**src/rtl/tdm_frame_sequencer.sv**
```systemverilog
// tdm_frame_sequencer: frames one tx/rx word per f0 strobe on the c4-timed serial TDM link to the DT line
module tdm_frame_sequencer #(
  parameter int   FRAME_BITS  = 32,
  parameter int   C4_PER_BIT  = 2,
  parameter int   SYNC_STAGES = 2,
  parameter logic IDLE_LEVEL  = 1'b1
) (
  input  logic                  clk50,
  input  logic                  reset_n,
  input  logic                  f0,
  input  logic                  c4,
  input  logic                  select,
  input  logic                  data_from_dt,
  input  logic [FRAME_BITS-1:0] tx_data,
  input  logic                  tx_valid,
  output logic                  tx_ready,
  output logic                  data_to_dt,
  output logic [FRAME_BITS-1:0] rx_data,
  output logic                  cpu_int,
  input  logic                  cpu_ack,
  output logic                  tx_underrun,
  output logic                  rx_overrun,
  output logic                  frame_err
);
  localparam int BW = $clog2(FRAME_BITS);
  localparam int PW = $clog2(C4_PER_BIT + 1);
  typedef enum logic [1:0] {IDLE, WAIT_C4, SHIFT, DONE} state_t;
  state_t state, state_nxt;
  logic [SYNC_STAGES-1:0] f0_sync, c4_sync, rxd_sync;
  logic f0_prev, c4_prev, f0_fall, c4_rise, rxd;
  logic [FRAME_BITS-1:0] slot, tx_shift, rx_shift, word;
  logic slot_full, load, sample, step, err, fin, last_bit;
  logic [BW-1:0] bit_cnt;
  logic [PW-1:0] phase;
  assign f0_fall  = f0_prev & ~f0_sync[SYNC_STAGES-1];
  assign c4_rise  = c4_sync[SYNC_STAGES-1] & ~c4_prev;
  assign rxd      = rxd_sync[SYNC_STAGES-1];
  assign tx_ready = ~slot_full;
  assign word     = slot_full ? slot : {FRAME_BITS{IDLE_LEVEL}};
  assign last_bit = bit_cnt == BW'(FRAME_BITS - 1);
  always_ff @(posedge clk50 or negedge reset_n) begin
    if (!reset_n) begin
      f0_sync  <= '0;
      c4_sync  <= '0;
      rxd_sync <= '0;
      f0_prev  <= 1'b0;
      c4_prev  <= 1'b0;
    end else begin
      f0_sync  <= {f0_sync[SYNC_STAGES-2:0], f0};
      c4_sync  <= {c4_sync[SYNC_STAGES-2:0], c4};
      rxd_sync <= {rxd_sync[SYNC_STAGES-2:0], data_from_dt};
      f0_prev  <= f0_sync[SYNC_STAGES-1];
      c4_prev  <= c4_sync[SYNC_STAGES-1];
    end
  end
  always_comb begin
    state_nxt = state;
    load      = 1'b0;
    sample    = 1'b0;
    step      = 1'b0;
    err       = 1'b0;
    fin       = 1'b0;
    if (!select) state_nxt = IDLE;
    else begin
      case (state)
        IDLE: state_nxt = f0_fall ? WAIT_C4 : IDLE;
        WAIT_C4: begin
          err       = f0_fall;
          load      = c4_rise & ~f0_fall;
          state_nxt = load ? SHIFT : WAIT_C4;
        end
        SHIFT: begin
          err       = f0_fall;
          sample    = c4_rise & ~f0_fall & (phase == PW'(C4_PER_BIT - 1));
          step      = c4_rise & ~f0_fall & ~sample;
          state_nxt = err ? WAIT_C4 : (sample & last_bit) ? DONE : SHIFT;
        end
        default: begin
          fin       = 1'b1;
          state_nxt = IDLE;
        end
      endcase
    end
  end
  always_ff @(posedge clk50 or negedge reset_n) begin
    if (!reset_n) begin
      state       <= IDLE;
      slot        <= '0;
      slot_full   <= 1'b0;
      tx_shift    <= '0;
      rx_shift    <= '0;
      rx_data     <= '0;
      cpu_int     <= 1'b0;
      data_to_dt  <= IDLE_LEVEL;
      bit_cnt     <= '0;
      phase       <= '0;
      tx_underrun <= 1'b0;
      rx_overrun  <= 1'b0;
      frame_err   <= 1'b0;
    end else begin
      state       <= state_nxt;
      tx_underrun <= load & ~slot_full;
      rx_overrun  <= fin & cpu_int;
      frame_err   <= err;
      if (load & slot_full) slot_full <= 1'b0;
      else if (tx_valid & ~slot_full) begin
        slot      <= tx_data;
        slot_full <= 1'b1;
      end
      if (load) begin
        tx_shift <= {word[FRAME_BITS-2:0], IDLE_LEVEL};
        rx_shift <= '0;
        bit_cnt  <= '0;
        phase    <= PW'(C4_PER_BIT > 1);
      end else if (sample) begin
        tx_shift <= {tx_shift[FRAME_BITS-2:0], IDLE_LEVEL};
        rx_shift <= {rx_shift[FRAME_BITS-2:0], rxd};
        bit_cnt  <= bit_cnt + 1'b1;
        phase    <= '0;
      end else if (step) phase <= phase + 1'b1;
      data_to_dt <= load ? word[FRAME_BITS-1] :
                    (sample & ~last_bit) ? tx_shift[FRAME_BITS-1] :
                    (state_nxt == SHIFT || state_nxt == DONE) ? data_to_dt : IDLE_LEVEL;
      if (fin) begin
        rx_data <= rx_shift;
        cpu_int <= 1'b1;
      end else if (cpu_ack) cpu_int <= 1'b0;
    end
  end
endmodule

```
**config.mk**
```make
export PLATFORM = sky130hd
export DESIGN_NAME = tdm_frame_sequencer
export DESIGN_NICKNAME = d
export VERILOG_FILES = /design/src/rtl/tdm_frame_sequencer.sv
export SDC_FILE = /design/constraint.sdc
export NUM_CORES = 1
export LEC_CHECK = 0
export ABC_AREA = 1
export CORE_ASPECT_RATIO = 1.5
export CORE_MARGIN = 8
export CORE_UTILIZATION = 38
export DETAILED_ROUTE_END_ITERATION = 6
export GPL_TIMING_DRIVEN = 0
export HOLD_SLACK_MARGIN = 0.02
export PLACE_DENSITY = 0.55
export SLEW_MARGIN = 20
export SYNTH_ARGS = -nofsm -noshare
export SYNTH_HDL_FRONTEND = slang
export SYNTH_SLANG_ARGS = --single-unit
```
**constraint.sdc**
```tcl
create_clock -name clk50 -period 3.2 [get_ports clk50]
set_input_delay 0.64 -clock clk50 [delete_from_list [all_inputs] [get_ports clk50]]
set_output_delay 0.64 -clock clk50 [all_outputs]
set_load 0.02 [all_outputs]
```
# After elaboration in Yosys (flattened, before gate mapping)

Cells that the tools add are included.

Bitwise operators: 18
Reduce and logical (&&, ||, !) cells: 9
Add/sub/neg operators: 2
Multiplexer cells: 33
Equal/unequal tests: 7

Operators by type and width:

| cell                | number |
|---|---|
| $mux 32             | 5 |
| $mux 1              | 19 |
| $mux 2              | 6 |
| $and 1x1->1         | 11 |
| $mux 5              | 2 |
| $not 1->1           | 7 |
| $eq 2x2->1 const B  | 3 |
| $pmux 2 s3          | 1 |
| $reduce_bool 2->1   | 3 |
| $add 5x1->5 const B | 1 |
| $eq 5x5->1 const B  | 1 |
| $eq 2x1->1 const B  | 2 |
| $ne 3x2->1 const B  | 1 |
| $reduce_bool 3->1   | 1 |
| $reduce_or 3->1     | 1 |
| $add 2x1->2 const B | 1 |
| $logic_not 2->1     | 1 |
| $reduce_and 2->1    | 1 |
| $reduce_or 2->1     | 1 |
| $logic_or 1x1->1    | 1 |

Flip-flop bits (word level): 151
Input port bits: 40
Output and inout port bits: 38
Logic and storage cells: 87

# Logic depth before layout (Yosys ltp)

Depth in word-level cells: 15
Depth in mapped cells: 11
Depth with buffers taken out: 10

# Worst setup path before layout

No wires, ideal clock.

Path type: input port to flip-flop
Start: in select
End: reg tx_shift[20]
Library setup time: 0.116 ns
Setup slack: 1.534 ns
Data arrival time: 1.550 ns
Required time: 3.084 ns
Path buffers: 3
Stages on the path: 10
Cells stage by stage: buf_2 > nand2_1 > inv_1 > nand2_4 > nor2_8 > nor2_4 > buf_6 > buf_6 > nand2_1 > nand2_1

Longest elaborated chain between the ends: 2
Elaborated cells between the ends (all ways): 4
Those cells by class: mux (3); reduce/logical (1)

Ends and longest elaborated chain:

| what                                         | RTL line | text |
|---|---|---|
| from (decl)                                  | 12       | `input logic select,` |
| $mux 1                                       | 63       | `if (!select) state_nxt = IDLE;` |
| $mux 32 or $reduce_bool 2->1 (tied branches) | -        |  |
| to (signal assigned)                         | 111      | `tx_shift <= {word[FRAME_BITS-2:0], IDLE_LEVEL};` |
| to (signal assigned)                         | 116      | `tx_shift <= {tx_shift[FRAME_BITS-2:0], IDLE_LEVEL};` |
| to (decl)                                    | 31       | `logic [FRAME_BITS-1:0] slot, tx_shift, rx_shift, word;` |

Several ways; a longest one is shown, not always the timed one.
A chain may end at the register's enable or synchronous reset.

# Worst setup path in the final report

Start: reg slot_full
End: out tx_ready

Longest elaborated chain between the ends: 1

Ends and longest elaborated chain:

| what                   | RTL line | text |
|---|---|---|
| from (decl)            | 32       | `logic slot_full, load, sample, step, err, fin, last_bit;` |
| from (signal assigned) | 89       | `slot_full <= 1'b0;` |
| from (signal assigned) | 105      | `if (load & slot_full) slot_full <= 1'b0;` |
| from (signal assigned) | 108      | `slot_full <= 1'b1;` |
| $not 1->1              | 38       | `assign tx_ready = ~slot_full;` |
| to (decl)              | 16       | `output logic tx_ready,` |

Every way passes these cells.

==> flow_summary.toml <==
[logic_synthesis]
synth_top_cells_by_area = "dfrtp_1 (60%), nand2_1 (10%), nor2_1 (6.1%)"
ys_types = 30
synth_top_area_share_pct = 59.6
syn_area_mm2 = 0.00629
async_reset_ff_share_pct = 100
syn_nets = 760
synth_edf_count = 0
synth_most_common_cell = "nand2_1"
synthTopCellsByCount = "nand2_1 (176), dfrtp_1 (150), nor2_1 (102), inv_1 (80), o21ai_0 (65)"
syn_inst = 713
yosysTopAreaCell = "dfrtp_1"
syn-mean-instance-area_um2 = 8.83
synth_seq_cells = 151
yosysSeqAreaShare_pct = 60.1
synthFlopType = "dfrtp_1"
ys_warn_count = 0

[sta]
fin_crit_sh_pct = 70.8
max_freq_mhz = 441
finalSetupViolCount = 0
final_hold_viol_count = 0
drv_slew = 0
rsz0062_at_grt = "no"
min_period_ps = 2270
fin_setup_tns_ps = 0
skew_ps = 8.16
setup_ws_ps = 935
worst_pin_slew_ps = 487
relSlewSlack_pct = 67.5

[flow_run]
cap_violations = 0

[cts]
hold_buffers = 0
cts_buffer_depth = 2
path_clk_slew_ps = 60
cts_setup_buffers = 0
cts_resized = 0
htreeDepth = 4
cts_tree = "yes"
cts_buffers = 17
clock_latency_ps = 420
root_buffer = "clkbuf_16"
cts_sinks = 151

[global_routing]
grt_start_max_net_pins = 99
grt_pass1_wl_mm = 24.0
grt_pass1_vias = 5150
antenna_found_initial = 0
track_usage_pct = 14.0
gr-total-overflow = 0

[power]
ir_drop_uv = 343
p_leak_nw = 3.87
p_total_mw = 5.27
power_density_mw_per_mm2 = 661

[critical_path]
ff2ff_path_depth = 6
startpoint = "slot_full"
rr_startpoint = "state[1]"
critPathMaxFanout = 4
endpoint = "tx_ready"
crit_arrival_ps = 1630
rrSetupSlack_ps = 1290
worst_setup_path_start_kind = "register"
crit_path_end_kind = "output pin"
crit_required_ps = 2560
critPathKind = "reg2out"
reg2reg_to = "rx_shift[15]"

[floorplanning]
core_region_area_mm2 = 0.0162
die_w_um = 121
dieArea_mm2 = 0.0210
die_h_um = 174
rows = 57
initial_core_util_pct = 38.9
io_pins = 78

[placed_design]
place_area_mm2 = 0.00734
port_buffers = 76
dp.final_hpwl_mm = 9.87
post-place-ws_ps = 913
gp_congestion = 0.758

[routing]
drt_first_iter_violations = 191
postRouteAntennaNets = 0
drc_errors = 0
dr.pass1.iters = 4
wirelength_mm = 13.7
vias_per_cell = 4.65
num_vias = 4784
wl_per_cell_um = 13.3

[layout]
final_area_mm2 = 0.00798
drive_above_1_share_pct = 8.52
fin_util_pct = 49.3
area_growth_pct = 26.8
nets = 856
antenna_cells = 0

[run_status]
status = "finished clean"

[min_path]
hold_class = "in2async"
[report_power, final]
group / internal [mW] / switching (mW) / total (mW) / leakage [nW]
registers: 2.25 / 0.134 / 2.39 / 1.89
logic: 0.290 / 0.446 / 0.737 / 1.68
clock network: 1.38 / 0.774 / 2.15 / 0.305
total: 3.92 / 1.35 / 5.27 / 3.87
[how the worst min path moves through the flow]
stage | slack, ps | endpoint | from | depth (start not counted)
floorplan | 330 | c4_sync[1] | c4_sync[0] | 0
global placement | 340 | f0_sync[1] | f0_sync[0] | 0
CTS | 140 | rx_overrun | reset_n | 1
global route | 140 | rx_overrun | reset_n | 1
finish | 130 | rx_overrun | reset_n | 1
detailed placement | 340 | c4_sync[1] | c4_sync[0] | 0
[flip-flops by register name, summed over array words and instances, names as in the netlist, 2 cells and up]
| name | count |
|---|---|
| f0_sync | 2 |
| state | 2 |
| bit_cnt | 5 |
| phase | 2 |
| slot | 32 |
| rx_data | 32 |
| tx_shift | 32 |
| c4_sync | 2 |
| rxd_sync | 2 |
| rx_shift | 32 |
[critical path, cell delays in order (launching register included)]
cell and delay (ps):
dfrtp_1 400, inv_1 170, clkdlybuf4s50_1 640
[metal layers]
metal	GRT usage (%)	up-vias	part of all wire [%]	wire, um
li1	-	2395	-	-
met3	4.50	16	5.3	719
met1	15.2	2282	42	5740
met2	24.7	91	52	7050
met4	4.55	0	1.2	161
met5	0	-	0	0
[area by class of cell]
| class | instances | area, um2 |
|---|---|---|
| plain buffers | 36 | 183 |
| inverters | 82 | 308 |
| well taps | 206 | 258 |
| flip-flops and latches | 151 | 3780 |
| multi-input cells | 444 | 2020 |
| clock buffers | 18 | 429 |
| clock inverters | 14 | 206 |
| fillers | 1554 | 8210 |
| repair buffers | 77 | 793 |
[kinds of logic after synthesis]
group	count (synthesis)	share of synthesized area, %
simple gates	325	21.0
flops	151	60.1
buf+inv	118	7.79
compound gates	103	8.29
fa+ha+maj	7	1.39
mux	6	1.07
xor+xnor	3	0.418
[metrics by stage]
| step | hold slack, ps | cells |
|---|---|---|
| final | 127 | 1028 |
| after floorplan | 331 | 713 |
| after global routing | 144 | 1028 |
| after CTS | 138 | 1028 |
| after global placement | 335 | 995 |
| after detailed placement | 340 | 996 |
[cells in the final DEF (no fill, tap or decap)]
master           synthesis  layout
a21oi_1                 32      32
buf_16                   0       1
buf_2                   16      16
buf_4                    1       1
buf_6                    3       3
buf_8                    0       1
bufinv_16                0       5
clkbuf_1                15      16
clkbuf_16                0      17
clkbuf_2                 1       1
clkdlybuf4s50_1          0      75
clkinv_1                 1       1
clkinv_2                 0       5
clkinv_4                 0       1
clkinvlp_4               0       3
dfrtp_1                150     150
dfstp_2                  1       1
ha_1                     7       7
inv_1                   80      80
inv_2                    1       1
mux2_2                   6       6
nand2_1                176     176
nand2_2                  1       1
nand2_4                  1       1
nand3_1                 37      37
nand4_1                  2       2
nand4_2                  1       1
nor2_1                 102     102
nor2_2                   2       2
nor2_4                   1       1
nor2_8                   1       1
nor3_1                   1       1
o21ai_0                 65      65
o21ai_1                  4       4
o21ai_2                  1       1
o31ai_1                  1       1
xnor2_1                  1       1
xor2_1                   2       2
Power figures use the tool's default switching activity.
